--- src/rtl/cdb_arbiter.sv ---
// Common data bus arbiter: round-robin selection among completing functional units,
// registered single-cycle broadcast of the winning result, and a saturating broadcast counter.

`ifndef ROB_TAG_LEN
`define ROB_TAG_LEN 6
`endif
`ifndef XLEN
`define XLEN 32
`endif

module cdb_arbiter_chk #(
    parameter int NUM_REQ = 4
) (
    input logic               clock,
    input logic               reset,
    input logic               flush,
    input logic [NUM_REQ-1:0] req_valid,
    input logic [NUM_REQ-1:0] req_ready
);

    a_ready_onehot0: assert property (@(posedge clock) disable iff (!reset)
        $onehot0(req_ready));

    a_flush_blocks_grant: assert property (@(posedge clock) disable iff (!reset)
        flush |-> (req_ready == {NUM_REQ{1'b0}}));

    a_ready_only_if_valid: assert property (@(posedge clock) disable iff (!reset)
        ((req_ready & ~req_valid) == {NUM_REQ{1'b0}}));

    a_work_conserving: assert property (@(posedge clock) disable iff (!reset)
        (!flush && (req_valid != {NUM_REQ{1'b0}})) |-> (req_ready != {NUM_REQ{1'b0}}));

endmodule

module cdb_arbiter #(
    parameter int NUM_REQ = 4,
    parameter int TAG_W   = `ROB_TAG_LEN,
    parameter int DATA_W  = `XLEN,
    localparam int IDX_W  = (NUM_REQ > 1) ? $clog2(NUM_REQ) : 1
) (
    input  logic                      clock,
    input  logic                      reset,
    input  logic [NUM_REQ-1:0]        req_valid,
    input  logic [NUM_REQ*TAG_W-1:0]  req_tag,
    input  logic [NUM_REQ*DATA_W-1:0] req_value,
    output logic [NUM_REQ-1:0]        req_ready,
    input  logic                      flush,
    output logic                      cdb_valid,
    output logic [TAG_W-1:0]          cdb_tag,
    output logic [DATA_W-1:0]         cdb_value,
    output logic [IDX_W-1:0]          cdb_src,
    output logic [31:0]               cdb_count
);

    // Requester index arithmetic modulo NUM_REQ (NUM_REQ need not be a power of two).
    function automatic logic [IDX_W-1:0] idx_wrap(input logic [IDX_W-1:0] base,
                                                  input int unsigned      off);
        int unsigned sum;
        sum = 32'(base) + off;
        if (sum >= 32'(NUM_REQ)) begin
            sum = sum - 32'(NUM_REQ);
        end else begin
            sum = sum;
        end
        return IDX_W'(sum);
    endfunction

    logic [TAG_W-1:0]  tag_s   [NUM_REQ];
    logic [DATA_W-1:0] value_s [NUM_REQ];

    for (genvar g = 0; g < NUM_REQ; g++) begin : g_unpack
        assign tag_s[g]   = req_tag[g*TAG_W +: TAG_W];
        assign value_s[g] = req_value[g*DATA_W +: DATA_W];
    end

    logic [IDX_W-1:0]  rr_ptr_q, rr_ptr_d;
    logic              cdb_valid_q, cdb_valid_d;
    logic [TAG_W-1:0]  cdb_tag_q, cdb_tag_d;
    logic [DATA_W-1:0] cdb_value_q, cdb_value_d;
    logic [IDX_W-1:0]  cdb_src_q, cdb_src_d;
    logic [31:0]       cdb_count_q, cdb_count_d;

    logic              gnt_found_s;
    logic [IDX_W-1:0]  gnt_idx_s;
    logic [IDX_W-1:0]  cand_s;

    // Round-robin search: first valid requester at or above rr_ptr, wrapping to 0.
    always_comb begin
        gnt_found_s = 1'b0;
        gnt_idx_s   = {IDX_W{1'b0}};
        cand_s      = {IDX_W{1'b0}};
        for (int k = 0; k < NUM_REQ; k++) begin
            cand_s = idx_wrap(rr_ptr_q, 32'(k));
            if (!gnt_found_s && req_valid[cand_s]) begin
                gnt_found_s = 1'b1;
                gnt_idx_s   = cand_s;
            end else begin
                gnt_found_s = gnt_found_s;
                gnt_idx_s   = gnt_idx_s;
            end
        end
    end

    // Grant is suppressed during reset and on a flush cycle.
    always_comb begin
        req_ready = {NUM_REQ{1'b0}};
        if (reset && !flush && gnt_found_s) begin
            req_ready[gnt_idx_s] = 1'b1;
        end else begin
            req_ready = {NUM_REQ{1'b0}};
        end
    end

    // Next broadcast and pointer; tag 0 consumes the grant but broadcasts nothing.
    always_comb begin
        rr_ptr_d    = rr_ptr_q;
        cdb_valid_d = 1'b0;
        cdb_tag_d   = cdb_tag_q;
        cdb_value_d = cdb_value_q;
        cdb_src_d   = cdb_src_q;
        if (flush) begin
            rr_ptr_d    = {IDX_W{1'b0}};
            cdb_valid_d = 1'b0;
        end else if (gnt_found_s) begin
            rr_ptr_d    = idx_wrap(gnt_idx_s, 32'd1);
            cdb_valid_d = (tag_s[gnt_idx_s] != {TAG_W{1'b0}});
            cdb_tag_d   = tag_s[gnt_idx_s];
            cdb_value_d = value_s[gnt_idx_s];
            cdb_src_d   = gnt_idx_s;
        end else begin
            rr_ptr_d    = rr_ptr_q;
            cdb_valid_d = 1'b0;
        end
    end

    // Saturating count of real broadcasts; untouched by flush.
    always_comb begin
        if (cdb_valid_d && (cdb_count_q != 32'hFFFF_FFFF)) begin
            cdb_count_d = cdb_count_q + 32'd1;
        end else begin
            cdb_count_d = cdb_count_q;
        end
    end

    // State registers with asynchronous active-low reset.
    always_ff @(posedge clock or negedge reset) begin
        if (!reset) begin
            rr_ptr_q    <= {IDX_W{1'b0}};
            cdb_valid_q <= 1'b0;
            cdb_tag_q   <= {TAG_W{1'b0}};
            cdb_value_q <= {DATA_W{1'b0}};
            cdb_src_q   <= {IDX_W{1'b0}};
            cdb_count_q <= 32'd0;
        end else begin
            rr_ptr_q    <= rr_ptr_d;
            cdb_valid_q <= cdb_valid_d;
            cdb_tag_q   <= cdb_tag_d;
            cdb_value_q <= cdb_value_d;
            cdb_src_q   <= cdb_src_d;
            cdb_count_q <= cdb_count_d;
        end
    end

    assign cdb_valid = cdb_valid_q;
    assign cdb_tag   = cdb_tag_q;
    assign cdb_value = cdb_value_q;
    assign cdb_src   = cdb_src_q;
    assign cdb_count = cdb_count_q;

    cdb_arbiter_chk #(
        .NUM_REQ(NUM_REQ)
    ) u_chk (
        .clock    (clock),
        .reset    (reset),
        .flush    (flush),
        .req_valid(req_valid),
        .req_ready(req_ready)
    );

endmodule

--- config.mk ---
export PLATFORM = sky130hd
export DESIGN_NAME = cdb_arbiter
export DESIGN_NICKNAME = d
export VERILOG_FILES = /design/src/rtl/cdb_arbiter.sv
export SDC_FILE = /design/constraint.sdc
export NUM_CORES = 1
export LEC_CHECK = 0
export ABC_AREA = 1
export BUFFER_PORTS_ARGS = -buffer_cell sky130_fd_sc_hd__buf_2
export CORE_MARGIN = 2
export CORE_UTILIZATION = 52
export CTS_CLUSTER_SIZE = 12
export DETAILED_ROUTE_END_ITERATION = 8
export GPL_TIMING_DRIVEN = 0
export PLACE_DENSITY = 0.89
export SYNTH_ARGS = -nofsm -noshare
export SYNTH_HDL_FRONTEND = slang
export SYNTH_SLANG_ARGS = --single-unit
--- constraint.sdc ---
create_clock -name clock -period 6.3 [get_ports clock]
set_input_delay 0.315 -clock clock [delete_from_list [all_inputs] [get_ports clock]]
set_output_delay 0.315 -clock clock [all_outputs]
set_load 0.02 [all_outputs]
==> results of run 1 <==
## cell type report
cell class,count,area [sq um]
Buffer,47,239
Timing Repair Buffer,237,1220
Fill cell,954,3160
Clock inverter,4,97.6
Antenna cell,1,2.50
Multi-Input combinational cell,583,2960
Clock buffer,12,145
Sequential cell,75,1880
Tap cell,136,170
Inverter,69,264
## through the flow
| stage | area [sq um] | total power [W] |
|---|---|---|
| after global placement | 6690 | 0.00293 |
| after CTS | 6970 | 0.00344 |
| after detailed placement | 6720 | 0.00299 |
| after global routing | 6970 | 0.00374 |
| final | 6970 | 0.00346 |
| after floorplan | 5340 | 0.00234 |
## path summary, 6_finish.rpt
kind | to | slack [ns] | depth (start not counted)
max | req_ready[2] | 2.93 | 15
min reg2reg | cdb_value[29]$_DFFE_PN0P_ | 0.50 | 2
max in group asynchronous | cdb_value[11]$_DFFE_PN0P_ | 5.31 | 3
max reg2reg | rr_ptr_q[1]$_DFFE_PN0P_ | 3.55 | 15
min in group asynchronous | cdb_count[7]$_DFFE_PN0P_ | 0.40 | 2
min | cdb_value[17]$_DFFE_PN0P_ | 0.25 | 3
## timing repair
item | in CTS | in global routing
hold buffers | 1 | 0
setup endpoints to repair | 0 | 0
endpoints found under the hold margin | 23 | 0
## critical path, stage by stage, from the launching register on
cell and delay [ns]:
dfrtp_1 0.37, buf_6 0.14, inv_6 0.08, nand2_1 0.07
nand3_1 0.10, nand2_2 0.09, nor2_4 0.16, nand3_2 0.11
nand3_2 0.17, buf_6 0.17, buf_2 0.23, buf_1 0.44
ha_1 0.24, inv_1 0.04, nor2_1 0.11, buf_2 0.18
## logic make-up after synthesis
group | after synthesis
simple gates | 412
fa+ha+maj | 5
flops | 75
xor+xnor | 28
buf+inv | 116
compound gates | 138
## placed cells by master, fill, tap and decap left out, drive strengths merged
cell / synthesis / final
a31oi: 38 / 38
and2: 1 / 1
buf: 26 / 262
bufinv: 0 / 3
clkbuf: 21 / 33
clkinvlp: 0 / 1
dfrtp: 75 / 75
diode: 0 / 1
dlygate4sd3: 0 / 1
ha: 5 / 5
inv: 69 / 69
nand2: 169 / 169
nand3: 30 / 30
nand4: 50 / 50
nor2: 134 / 134
nor3: 17 / 17
nor3b: 1 / 1
nor4: 9 / 9
o2111ai: 1 / 1
o211ai: 1 / 1
o21ai: 66 / 66
o21bai: 31 / 31
o22ai: 1 / 1
or2: 1 / 1
xnor2: 5 / 5
xor2: 23 / 23
## state kept, by name, indices dropped and copies added, names as in the netlist
register   count
rr_ptr_q       2
cdb_src        2
cdb_count     32
cdb_tag        6
cdb_value     32
cdb_valid      1
## where the power goes
part           internal, W  switching [W]
logic             0.000777        0.00149
clock network     0.000275       0.000187
registers         0.000640      0.0000938
## layer usage
metal	GRT usage, %	vias up
li1	-	3079
met1	36.4	2897
met2	57.4	244
met3	5.57	47
met4	12.9	0
met5	0	-
==> flow_summary.ini, run 1 <==
[placed_design]
port-buffer-count = 235
dp_slack_ns = 3.32
place.detailed.hpwl_mm = 14.1
dp_cells = 1146
gp_congestion = 1.02

[global_route]
globalRouteOverflowTotal = 0
grt_pass1_vias = 5909
grt_start_max_net_pins = 54
initial_antenna_violation_count = 1
grt_first_pass_wirelength_mm = 28.0
track_usage_pct = 31.6

[critical_path]
worstSetupStartpoint = rr_ptr_q[0]$_DFFE_PN0P_
worst_ep_required_time_ns = 5.98
arrival_ns = 3.06
critical_path_start_type = register
worst_r2r_startpoint = rr_ptr_q[0]$_DFFE_PN0P_
critPathMaxFanout = 11
path_class = register to output port
worstSetupEndpointType = output port

[clock_tree]
cts_num_sinks = 75
maximum_number_of_buffers_from_clock_root_to_sink = 2
cts_root_buf = clkbuf_8
cts_setup_buffers = 0
tritoncts_clock_tree = built
worstSkewPairLatency_ns = 0.36
cts.clk_slew.worst_paths_ns = 0.08
clock_tree.htree_level_count = 3
gates_resized_cts_repair = 0
cts_inserted_buffers = 9

[yosys]
syn-instance-count = 774
yosysUniqueCellTypes = 31
synth.top_cell.area_share_pct = 35.1
synth.top_cells.by_count = nand2_1, nor2_1, dfrtp_1
synth_xor_area_share_pct = 4.59
yosys.cell_count.top_type = nand2_1
synth_warnings = 0
synth.yosys.seq_area_share_pct = 35.1
syn_std_cell_area_sq_um = 5340
synthAdderAreaFrac_pct = 1.17
synth_area_per_cell_sq_um = 6.90
muxShareOfSynthArea_pct = 0
synth_area_leader_cell = dfrtp_1
synth-main-ff-cell = dfrtp_1
synth.top_cells.by_area = dfrtp_1, nand2_1, nor2_1, o21ai_0, nand4_1
synth_top_family_by_area = simple AND/OR/NAND/NOR gates
syn-num-nets = 938
ys_seq_elements = 75
synth_compound_area_share_pct = 15.4
number_of_enable_flip_flop_cells_after_synthesis = 0
yosys.area_share.simple_pct = 34.3
synth-async-reset-ratio_pct = 100

[die]
start_util_pct = 52.7
design.die.area_sq_um = 11100
die_outline_width_microns = 105
ioPinCount = 236
rows = 37
die_height_microns = 105
core_region_area_sq_um = 10100

[route]
route.layer.met1.wl_mm = 7.05
vias_per_cell = 5.38
route.met2.wl_mm = 9.06
route.met3.wl_mm = 1.11
routed_wl_mm = 17.8
average_wire_length_per_cell_after_detail_routing_microns = 15.3
drt_pre_antenna_iters = 5
post-route-drc-count = 0
num_vias = 6267
drtIter0Drc = 361
antenna_left = 0
routed.top_layer = met4

[flow_run]
maxCapViolations = 0

[power_and_ir_drop]
irDropWorstVdd_mv = 0.372
power.leakage_nw = 3.61
cellPowerDensity_nw_per_um2 = 496

[sta]
setup_total_negative_slack_ns = 0
finClkSkew_ns = 0.00910
setup_viol_count_final = 0
grt_setup_unrepaired = false
worst_rel_slew_slack_pct = 62.9
drv_slew = 0
min_period_ns = 3.37
hold_viol = 0
maxClockFrequency_ghz = 0.296
final_critical_path_setup_slack_ns = 2.93
worst_hold_slack_ns = 0.253
fin_crit_sh_pct = 53.6
worstMarginPinSlew_ns = 0.557

[layout]
finalCoreUtilization_pct = 68.8
final_nets = 1186
syn_to_final_growth_pct = 30.5
stdcell_count = 1164
drive_gt1_share_pct = 28.7

[outcome]
outcome = completed

[hold_path]
hold_path.class = input port to register
min-delay-start = req_value[49]
Power figures use the tool's default switching activity.
==> inputs of run 2 (changes only) <==
--- a/config.mk
+++ b/config.mk
@@ -8,11 +8,11 @@
 export ABC_AREA = 1
 export BUFFER_PORTS_ARGS = -buffer_cell sky130_fd_sc_hd__buf_2
 export CORE_MARGIN = 2
-export CORE_UTILIZATION = 52
+export CORE_UTILIZATION = 48
 export CTS_CLUSTER_SIZE = 12
 export DETAILED_ROUTE_END_ITERATION = 8
 export GPL_TIMING_DRIVEN = 0
-export PLACE_DENSITY = 0.89
+export PLACE_DENSITY = 0.83
 export SYNTH_ARGS = -nofsm -noshare
 export SYNTH_HDL_FRONTEND = slang
 export SYNTH_SLANG_ARGS = --single-unit
==> constraint.sdc (replaced) <==
create_clock -name clock -period 3.55 [get_ports clock]
set_input_delay 0.1775 -clock clock [delete_from_list [all_inputs] [get_ports clock]]
set_output_delay 0.1775 -clock clock [all_outputs]
set_load 0.02 [all_outputs]
==> run 2 against run 1 <==
Against the previous run: sequential share of layout area increased by 0.053 points; cell count increased by 0.26%; largest power group unchanged; via count increased by 1.6%; die area increased by 8.0%; utilization decreased by 4.6 points; highest routed layer unchanged; critical endpoint is now req_ready[3]; flip-flop and latch count unchanged; register-to-register slack got worse by 2.9 ns; worst setup slack got worse by 2.6 ns.
==> flow_summary.ini, run 2 (same netlist as run 1, synthesis figures left out) <==
[sta]
setup_viol_count_final = 0
worst_rel_slew_slack_pct = 64.6
finClkSkew_ns = 0.00843
hold_viol = 0
grt_setup_unrepaired = false
worstMarginPinSlew_ns = 0.531
drv_slew = 0
maxClockFrequency_ghz = 0.309
min_period_ns = 3.24
setup_total_negative_slack_ns = 0
worst_hold_slack_ns = 0.100
fin_crit_sh_pct = 91.1

[critical_path]
cp_common_cell = nand2_2
worstSetupEndpointType = output port
timing.critical_path.depth = 16
worst_ep_required_time_ns = 3.37
critical_path.max_stage_delay_ns = 0.42
r2r_end = cdb_count[28]$_DFFE_PN0P_
r2r_slack_ns = 0.62
critical_path.cell_chain = buf_6 > inv_6 > nand2_2 > nand2_2 > nand2_1 > nand2_2 > nor2_4 > nand3_2 > nand3_2 > inv_1 > buf_2 > clkbuf_1 > ha_1 > inv_1 > nor2_1 > buf_2
critPathMaxFanout = 11
r2r.worst_path.cells = 11
crit_family = buffers and inverters
path_class = register to output port
critical_path_start_type = register
critical_path.n_buffers_inverters = 7
worst_r2r_startpoint = cdb_count[1]$_DFFE_PN0P_
worst_path_max_delay_cell = clkbuf_1
arrival_ns = 3.06

[layout]
drive_gt1_share_pct = 28.8
layout.cells.most_common = buf_2
final_nets = 1185
finalCoreUtilization_pct = 64.2
stdcell_count = 1167
layout.cells.most_common_list = buf_2, nand2_1, nor2_1, dfrtp_1, o21ai_0
syn_to_final_growth_pct = 30.3

[global_route]
grt-busiest-layer = met2
grt_start_max_net_pins = 47
global_route.usage.met1_pct = 37.2
m2_gr_usage_pct = 55.2
globalRouteOverflowTotal = 0
initial_antenna_violation_count = 1
track_usage_pct = 31.8
met3_usage_pct = 6.88
grt_first_pass_wirelength_mm = 29.7
grt_pass1_vias = 6182

[route]
drtIter0Drc = 358
antenna_left = 0
routed_wl_mm = 18.6
drt_pre_antenna_iters = 5
post-route-drc-count = 0
average_wire_length_per_cell_after_detail_routing_microns = 15.9
num_vias = 6366
vias_per_cell = 5.46

[clock_tree]
cts_inserted_buffers = 9
worstSkewPairLatency_ns = 0.36
gates_resized_cts_repair = 0
tritoncts_clock_tree = built
clock_tree.htree_level_count = 3
maximum_number_of_buffers_from_clock_root_to_sink = 2
cts_num_sinks = 75
cts_root_buf = clkbuf_8
cts.clk_slew.worst_paths_ns = 0.08

[die]
start_util_pct = 49.3
core_region_area_sq_um = 10800
ioPinCount = 236
die_height_microns = 110
design.die.area_sq_um = 12000
die_outline_width_microns = 110
rows = 38

[placed_design]
place.detailed.hpwl_mm = 14.8
port-buffer-count = 235
dp_cells = 1150
gp_congestion = 1.04

[hold_path]
hold_path.class = input port to register
whs_endpoint = cdb_value[29]$_DFFE_PN0P_
holdPathStages = 3
min-delay-start = req_value[93]

[power_and_ir_drop]
cellPowerDensity_nw_per_um2 = 877
p_total_w = 0.00611
power.leakage_nw = 3.61
irDropWorstVdd_mv = 0.563

[flow_run]
maxCapViolations = 0

[outcome]
outcome = completed
run 2: changes by cell type in the layout (fill, tap and decap cells not counted):
| cell | previous run | this run |
|---|---|---|
| buf_1 | 1 | 0 |
| bufinv_16 | 3 | 2 |
| clkbuf_1 | 23 | 22 |
| clkbuf_8 | 10 | 11 |
| clkinv_2 | 0 | 1 |
run 2: final cells by class:
class	count	area, sq um
Multi-Input combinational cell	583	2960
Buffer	46	235
Clock inverter	4	72.6
Tap cell	140	175
Fill cell	1014	3880
Sequential cell	75	1880
Antenna cell	1	2.50
Timing Repair Buffer	237	1220
Inverter	69	264
Clock buffer	12	155
run 2: layer usage:
metal | wire length (microns) | share of wire (%)
met4 | 598 | 3.2
met2 | 9510 | 51
met5 | 0 | 0
met1 | 7100 | 38
met3 | 1400 | 7.5
run 2: worst max path at each step:
stage	end	slack, ns	start
floorplan	req_ready[0]	1.07	rr_ptr_q[0]$_DFFE_PN0P_
global placement	req_ready[2]	0.67	rr_ptr_q[0]$_DFFE_PN0P_
detailed placement	req_ready[2]	0.65	rr_ptr_q[0]$_DFFE_PN0P_
CTS	req_ready[2]	0.24	rr_ptr_q[0]$_DFFE_PN0P_
global route	req_ready[1]	0.06	rr_ptr_q[0]$_DFFE_PN0P_
finish	req_ready[3]	0.31	rr_ptr_q[0]$_DFFE_PN0P_
run 2: metrics by stage:
step	cell area, sq um	worst slack [ns]
2_1_floorplan	5340	1.07
3_3_place_gp	6690	0.668
3_5_place_dp	6720	0.646
4_1_cts	6960	0.237
5_1_grt	6960	0.0555
6_report	6960	0.315
run 2: worst min-delay path, stage by stage:
cell and delay [ns]:
buf_2 0.08, o211ai_1 0.08, nand3_1 0.08
run 2: report_power, final:
| group | switching (W) | total [W] | internal [W] |
|---|---|---|---|
| registers | 0.000176 | 0.00131 | 0.00114 |
| logic | 0.00266 | 0.00403 | 0.00137 |
| clock network | 0.000333 | 0.000766 | 0.000434 |
| total | 0.00316 | 0.00611 | 0.00294 |
run 2: timing repair:
item | CTS | global route
endpoints found under the setup margin | 0 | 2
endpoints found under the hold margin | 30 | 0
hold buffers | 1 | 0
setup buffers | 0 | 0
